`config.mk`:
```
export PLATFORM = sky130hd
export DESIGN_NAME = cpu_sleep_ctrl
export DESIGN_NICKNAME = d
export VERILOG_FILES = /design/src/rtl/cpu_pkg.sv /design/src/rtl/cpu_sleep_ctrl_wake_sync.sv /design/src/rtl/cpu_sleep_ctrl.sv
export SDC_FILE = /design/constraint.sdc
export NUM_CORES = 1
export LEC_CHECK = 0
export ABC_AREA = 1
export BUFFER_PORTS_ARGS = -buffer_cell sky130_fd_sc_hd__clkbuf_2
export CAP_MARGIN = 20
export CORE_UTILIZATION = 28
export DETAILED_ROUTE_END_ITERATION = 6
export SETUP_SLACK_MARGIN = 0.02
export SKIP_LAST_GASP = 1
export SLEW_MARGIN = 0
export SYNTH_ARGS = -nofsm -noshare
export SYNTH_HDL_FRONTEND = slang
export SYNTH_SLANG_ARGS = --single-unit
```
`constraint.sdc`:
```
create_clock -name clk -period 1.7 [get_ports clk]
set_clock_uncertainty 0.2 [all_clocks]
set_input_delay 0.085 -clock clk [delete_from_list [all_inputs] [get_ports clk]]
set_output_delay 0.085 -clock clk [all_outputs]
set_load 0.03 [all_outputs]
```
`src/rtl/cpu_pkg.sv`:
```
// Shared FSM state encoding and wake-cause codes for the CPU sleep controller,
// the CPU core and the bench.
package cpu_pkg;

  typedef enum logic [1:0] {
    ST_RUN    = 2'd0,
    ST_DRAIN  = 2'd1,
    ST_SLEEP  = 2'd2,
    ST_RESUME = 2'd3
  } state_t;

  localparam logic [1:0] WAKE_NONE  = 2'b00;
  localparam logic [1:0] WAKE_PIN   = 2'b01;
  localparam logic [1:0] WAKE_TIMER = 2'b10;

endpackage

```
`src/rtl/cpu_sleep_ctrl_wake_sync.sv`:
```
// wake_sync: SYNC_STAGES-deep reset-to-0 synchronizer for the asynchronous wakeup pin.
module wake_sync #(
  parameter int unsigned SYNC_STAGES = 2
) (
  input  logic clk,
  input  logic reset,
  input  logic i_async,
  output logic o_sync
);

  logic [SYNC_STAGES-1:0] r_sync;

  always_ff @(posedge clk or posedge reset) begin
    if (reset) r_sync <= '0;
    else       r_sync <= {r_sync[SYNC_STAGES-2:0], i_async};
  end

  assign o_sync = r_sync[SYNC_STAGES-1];

endmodule

```
`src/rtl/cpu_sleep_ctrl.sv`:
```
// CPU sleep/wake sequencer: RUN -> DRAIN -> SLEEP -> RESUME -> RUN, gating cpu_en.
// Optional wake timer and timer_val port enabled by CPU_SLEEP_WAKE_TIMER_EN.
module cpu_sleep_ctrl
  import cpu_pkg::*;
#(
  parameter int unsigned SYNC_STAGES   = 2,
`ifdef CPU_SLEEP_WAKE_TIMER_EN
  parameter int unsigned TIMER_W       = 8,
`endif
  parameter int unsigned RESUME_CYCLES = 2
) (
  input  logic               clk,
  input  logic               reset,
  input  logic               sleep_req,
  input  logic               wakeup,
`ifdef CPU_SLEEP_WAKE_TIMER_EN
  input  logic [TIMER_W-1:0] timer_val,
`endif
  output logic               cpu_en,
  output logic               sleeping,
  output logic [1:0]         wake_cause,
  output logic               resume_pulse
);

  localparam int unsigned RES_W = (RESUME_CYCLES > 1) ? $clog2(RESUME_CYCLES) : 1;

  state_t           r_state;
  state_t           w_state_nxt;
  logic [1:0]       w_cause_nxt;
  logic [RES_W-1:0] r_res_cnt;
  logic [RES_W-1:0] w_res_cnt_nxt;
  logic             w_wake_s;
  logic             w_timer_exp;

  wake_sync #(.SYNC_STAGES(SYNC_STAGES)) u_wake_sync (
    .clk     (clk),
    .reset   (reset),
    .i_async (wakeup),
    .o_sync  (w_wake_s)
  );

`ifdef CPU_SLEEP_WAKE_TIMER_EN
  logic [TIMER_W-1:0] r_timer;

  // Reloads on the sleep request, counts down only while asleep, saturating at zero.
  always_ff @(posedge clk or posedge reset) begin
    if (reset) begin
      r_timer <= '0;
    end else if (r_state == ST_RUN && sleep_req) begin
      r_timer <= timer_val;
    end else if (r_state == ST_SLEEP && r_timer != '0) begin
      r_timer <= TIMER_W'(r_timer - 1'b1);
    end
  end

  assign w_timer_exp = (r_state == ST_SLEEP) && (r_timer == TIMER_W'(1));
`else
  assign w_timer_exp = 1'b0;
`endif

  // Next state, wake cause and resume count; the pin takes priority over the timer.
  always_comb begin
    w_state_nxt   = r_state;
    w_cause_nxt   = wake_cause;
    w_res_cnt_nxt = '0;
    unique case (r_state)
      ST_RUN: begin
        if (sleep_req) begin
          w_state_nxt = ST_DRAIN;
          w_cause_nxt = WAKE_NONE;
        end
      end
      ST_DRAIN: begin
        if (w_wake_s) begin
          w_state_nxt = ST_RESUME;
          w_cause_nxt = WAKE_PIN;
        end else begin
          w_state_nxt = ST_SLEEP;
        end
      end
      ST_SLEEP: begin
        if (w_wake_s) begin
          w_state_nxt = ST_RESUME;
          w_cause_nxt = WAKE_PIN;
        end else if (w_timer_exp) begin
          w_state_nxt = ST_RESUME;
          w_cause_nxt = WAKE_TIMER;
        end
      end
      ST_RESUME: begin
        if (r_res_cnt == RES_W'(RESUME_CYCLES - 1)) begin
          w_state_nxt = ST_RUN;
        end else begin
          w_res_cnt_nxt = RES_W'(r_res_cnt + 1'b1);
        end
      end
      default: w_state_nxt = ST_RUN;
    endcase
  end

  // Outputs are decoded from the next state so they change on the same edge as the state.
  always_ff @(posedge clk or posedge reset) begin
    if (reset) begin
      r_state      <= ST_RUN;
      r_res_cnt    <= '0;
      cpu_en       <= 1'b1;
      sleeping     <= 1'b0;
      wake_cause   <= WAKE_NONE;
      resume_pulse <= 1'b0;
    end else begin
      r_state      <= w_state_nxt;
      r_res_cnt    <= w_res_cnt_nxt;
      cpu_en       <= (w_state_nxt == ST_RUN) || (w_state_nxt == ST_DRAIN);
      sleeping     <= (w_state_nxt == ST_SLEEP);
      wake_cause   <= w_cause_nxt;
      resume_pulse <= (r_state == ST_RESUME) && (w_state_nxt == ST_RUN);
    end
  end

endmodule

```
# Word-level counts from Yosys, hierarchy flattened
# Cells that the tools add are included.
totals:
  regBits: 10
  output_inout_bits: 5
  elab_cells: 32
  input_bits: 4
classes:
  reduce_logical: 7
  n_mux: 10
  addsub: 1
  n_eq_ne: 7
ops:
  columns: ["operator", "n"]
  rows:
  - ["2-to-1 mux 2 bit", 5]
  - ["case mux 2 bit (4 select lines)", 1]
  - ["== test 2 bit, second input constant", 3]
  - ["== test 2 x 1 -> 1 bit, second input constant", 2]
  - ["logical NOT 2 bit", 2]
  - ["case mux 2 bit (2 select lines)", 1]
  - ["2-to-1 mux 1 bit", 3]
  - ["AND reduction 3 bit", 1]
  - ["!= test 2 x 1 -> 1 bit, second input constant", 1]
  - ["!= test 2 bit, second input constant", 1]
  - ["nonzero test 2 bit", 1]
  - ["OR reduction 2 bit", 1]
  - ["adder 1 bit, second input constant", 1]
  - ["logical AND 1 bit", 1]
  - ["logical OR 1 bit", 1]

# Longest topological paths before layout
logic_depth:
  ltp_word: 4
  ltp_mapped: 8
  ltp_nobuf: 8

# Hierarchy
# A second synthesis with hierarchy kept.
unflattened:
  hier_cells: 51
  hier_area_um2: 473.0
modules_own_cells:
  columns: ["mod", "cells_per_inst", "n_inst", "seq_area_each_um2", "area_per_inst_um2"]
  rows:
  - ["cpu_sleep_ctrl", 48, 1, 176.4, 419.2]
  - ["wake_sync", 3, 1, 50.0, 53.8]

# Least setup slack after synthesis
# Ideal clock, no wire load.
synth_path:
  kind: "register to register"
  start: "register r_state[0]"
  end: "register wake_cause[0]"
  path_buffers: 0
  required_ps: 1379
  stages_incl_launch_ff: 9
  setup_ps: 121
  setup_slack_ps: 273
  t_arrival_ps: 1105
  cell_sequence: "dfrtp_1 > inv_1 > ha_1 > inv_1 > nor2_1 > nor2_1 > o21ai_1 > nand2_1 > o21ai_1"
synth_via:
  word_cells_on_any_way: 9
  cone_classes: "4 x eq/ne; 1 x mux; 4 x reduce/logical"
synth_rtl:
  columns: ["element", "line_no", "text"]
  rows:
  - ["start: declaration", "cpu_sleep_ctrl.sv:27", "state_t r_state;"]
  - ["start signal: assignment", "cpu_sleep_ctrl.sv:111", "r_state <= w_state_nxt;"]
  - ["== test 2 bit / == test 2 x 1 -> 1 bit (equally long branches)", "cpu_sleep_ctrl.sv:66", "unique case (r_state)"]
  - ["OR reduction 2 bit (no source line)", null, null]
  - ["case mux 2 bit (2 select lines) *", "cpu_sleep_ctrl.sv:66", null]
  - ["named net w_cause_nxt[0]", "cpu_sleep_ctrl.sv:29", "logic [1:0] w_cause_nxt;"]
  - ["end signal: assignment", "cpu_sleep_ctrl.sv:115", "wake_cause <= w_cause_nxt;"]
  - ["end: declaration", "cpu_sleep_ctrl.sv:21", "output logic [1:0] wake_cause,"]
# The timed path passes the listed nets; every way through them passes the cells marked *.
# A chain may end at the register's enable or synchronous reset.

# Worst setup path after layout
layout_path:
  start: "register r_state[1]"
  end: "register wake_cause[0]"
# The elaborated chain is that of the path after synthesis.

==> key figures <==
Status
  – Run status: completed

Worst setup path
  – Setup Crit Path Kind: flop to flop
  – Critical-path top delay cell: dfrtp_1
  – CP Cell Sequence: inv_1 -> ha_1 -> inv_1 -> nor2_1 -> nor2_1 -> o21ai_1 -> nand2_1 -> o21ai_1
  – Worst setup EP type: flop
  – CP Launch Type: flop
  – Crit path DAT: 1.48 ns
  – Worst Path Buf+Inv: 2
  – R2R setup slack: 0.17 ns
  – Worst Path Required: 1.65 ns
  – Crit Path Max Fanout: 5
  – Crit path max-delay family: flip-flops
  – Critical Path Max Stage Delay: 0.43 ns

Clock tree
  – Root Driver: clkbuf_4
  – CTS tree: done
  – Worst skew pair latency: 0.27 ns
  – CTS max path bufs: 2
  – Post-CTS Resized: 0
  – Post CTS Setup Buffer Count: 0
  – CTS H-tree depth: 1
  – Cts hold-fix bufs: 3
  – CTS Buf Count: 3
  – Clk sinks: 9
  – Clock transition at path regs: 0.06 ns

Timing
  – Unrepaired setup endpoints after global routing: no
  – Final Hold Viols: 0
  – Post-route clock period utilization: 0.899
  – Max Clock Freq: 0.655 GHz
  – # setup viols final: 0
  – Post-layout min period: 1.53 ns
  – Setup TNS: 0 ns
  – Fin. max-slew vios: 0
  – Setup ws final: 0.172 ns
  – Hold_ws: 0.106 ns

Detailed routing
  – Via count: 347
  – DRC Markers: 0
  – Routed WL per cell: 9.80 µm
  – Drt first pass iters: 2
  – Initial drt markers: 2
  – Vias per cell: 4.39
  – Routed Antenna Nets: 0
  – Routed WL: 774 µm

Global routing
  – GRT Total Usage: 0.114
  – Global-route wire length before repair: 1450 µm
  – Total grt overflow: 0
  – Pin count of the biggest net entering global routing: 10
  – Initial antenna violation count: 0
  – Vias in the first global route: 354

Yosys
  – Largest cells by area after synthesis: dfrtp_1, ha_1, nor2_2
  – Synth Cell Area: 469 µm²
  – Leading area contributor after synthesis: dfrtp_1
  – Post-synth EDFFs: 0
  – Synth unique cells: 15
  – Average size of a mapped cell: 9.38 µm²
  – Post-Synthesis Cells: 50
  – Most used DFF post-synth: dfrtp_1
  – Top cell type's share of synthesized area: 0.427
  – Yosys warns: 0
  – Post-synth ARST share: 1.00
  – #FFs+latches synth: 9
  – Sequential fraction of the synthesis area: 0.483
  – Syn Nets: 59

Floorplanning
  – Core area: 0.00154 mm²
  – Chip height: 42.9 µm
  – I/O pin total: 9
  – Total die area: 0.00184 mm²
  – Initial core utilization: 0.304
  – Chip width: 42.9 µm
  – Rows: 14

Placed design
  – GPL Wtd Cong: 0.716
  – Port-buffer cells: 7
  – Placed wire-length estimate: 602 µm
  – Pre-CTS setup slack: 0.175 ns

Power
  – Pleak: 0.304 nW
  – PD cells: 2000 mW/mm²
  – Worst vdd ir: 885 µV

Finish
  – Layout cells sized above 1: 0.365
  – Antenna diodes: 0
  – Nets: 73
  – P&R area growth vs syn: 22.1%
  – Most frequent cells in the layout: inv_1, dfrtp_1, clkbuf_2
  – Layout Utilization: 0.372

Run
  – Maxcap violations: 0

Min path
  – Worst Hold Class: primary input to asynchronous set/reset pin
stage by stage:
stage,cell area [µm²],cells,total power [mW]
floorplan,469,50,0.863
global route,573,79,1.26
global placement,517,72,0.972
detailed placement,517,72,0.985
finish,573,79,1.15
CTS,573,79,1.17
synth_stat cells (2+ instances only):
master / number
dfrtp_1: 8
inv_1: 8
ha_1: 5
nor2_2: 5
nand2_1: 4
nor2_1: 4
o21ai_1: 4
nand2_2: 3
inv_2: 2
nand3_1: 2
layer usage:
layer,track usage,vias up,share of wire
li1,-,173,-
met1,0.104,163,0.39
met3,0.0766,2,0.050
met5,0,-,0
met2,0.191,9,0.54
met4,0.0545,0,0.018
sequential cells by signal (all words and copies together), names as in the netlist:
signal              cells
wake_cause              1
cpu_en                  1
r_res_cnt               1
r_state                 2
resume_pulse            1
sleeping                1
u_wake_sync.r_sync      2
final timing paths:
kind | startpoint | to | cells after the start
max in group asynchronous | reset | cpu_en | 3
worst min register to register | u_wake_sync.r_sync[0] | u_wake_sync.r_sync[1] | 0
worst max-delay path | r_state[1] | wake_cause[0] | 8
min in group clk | u_wake_sync.r_sync[0] | u_wake_sync.r_sync[1] | 0
worst min-delay path | reset | r_state[0] | 3
worst max register to register | r_state[1] | wake_cause[0] | 8
tightest hold or removal path: stages:
cell and delay (ns):
dlygate4sd3_1 0.53, clkbuf_2 0.10, inv_1 0.26
logic make-up after synthesis:
| kind of cell | after synthesis | share of synthesized area |
|---|---|---|
| adder cells (fa/ha/maj) | 5 | 0.133 |
| buffers and inverters | 11 | 0.0960 |
| AND/OR/NAND/NOR | 20 | 0.237 |
| other | 1 | 0.00799 |
| flip-flops | 9 | 0.483 |
| AO/OA/AOI/OAI | 4 | 0.0427 |
area by class of cell:
type | instances | area, µm²
clock buffers | 4 | 26.3
fillers | 159 | 968
inverters | 10 | 37.5
multi-input cells | 30 | 198
flip-flops and latches | 9 | 226
well taps | 16 | 20.0
repair buffers | 10 | 65.1
report_power, final:
group          internal [mW]  switching, mW  total (mW)
clock                 0.0906         0.0781       0.169
combinational          0.208          0.403       0.611
sequential             0.310         0.0577       0.368
(Power assumes the default switching activity.)
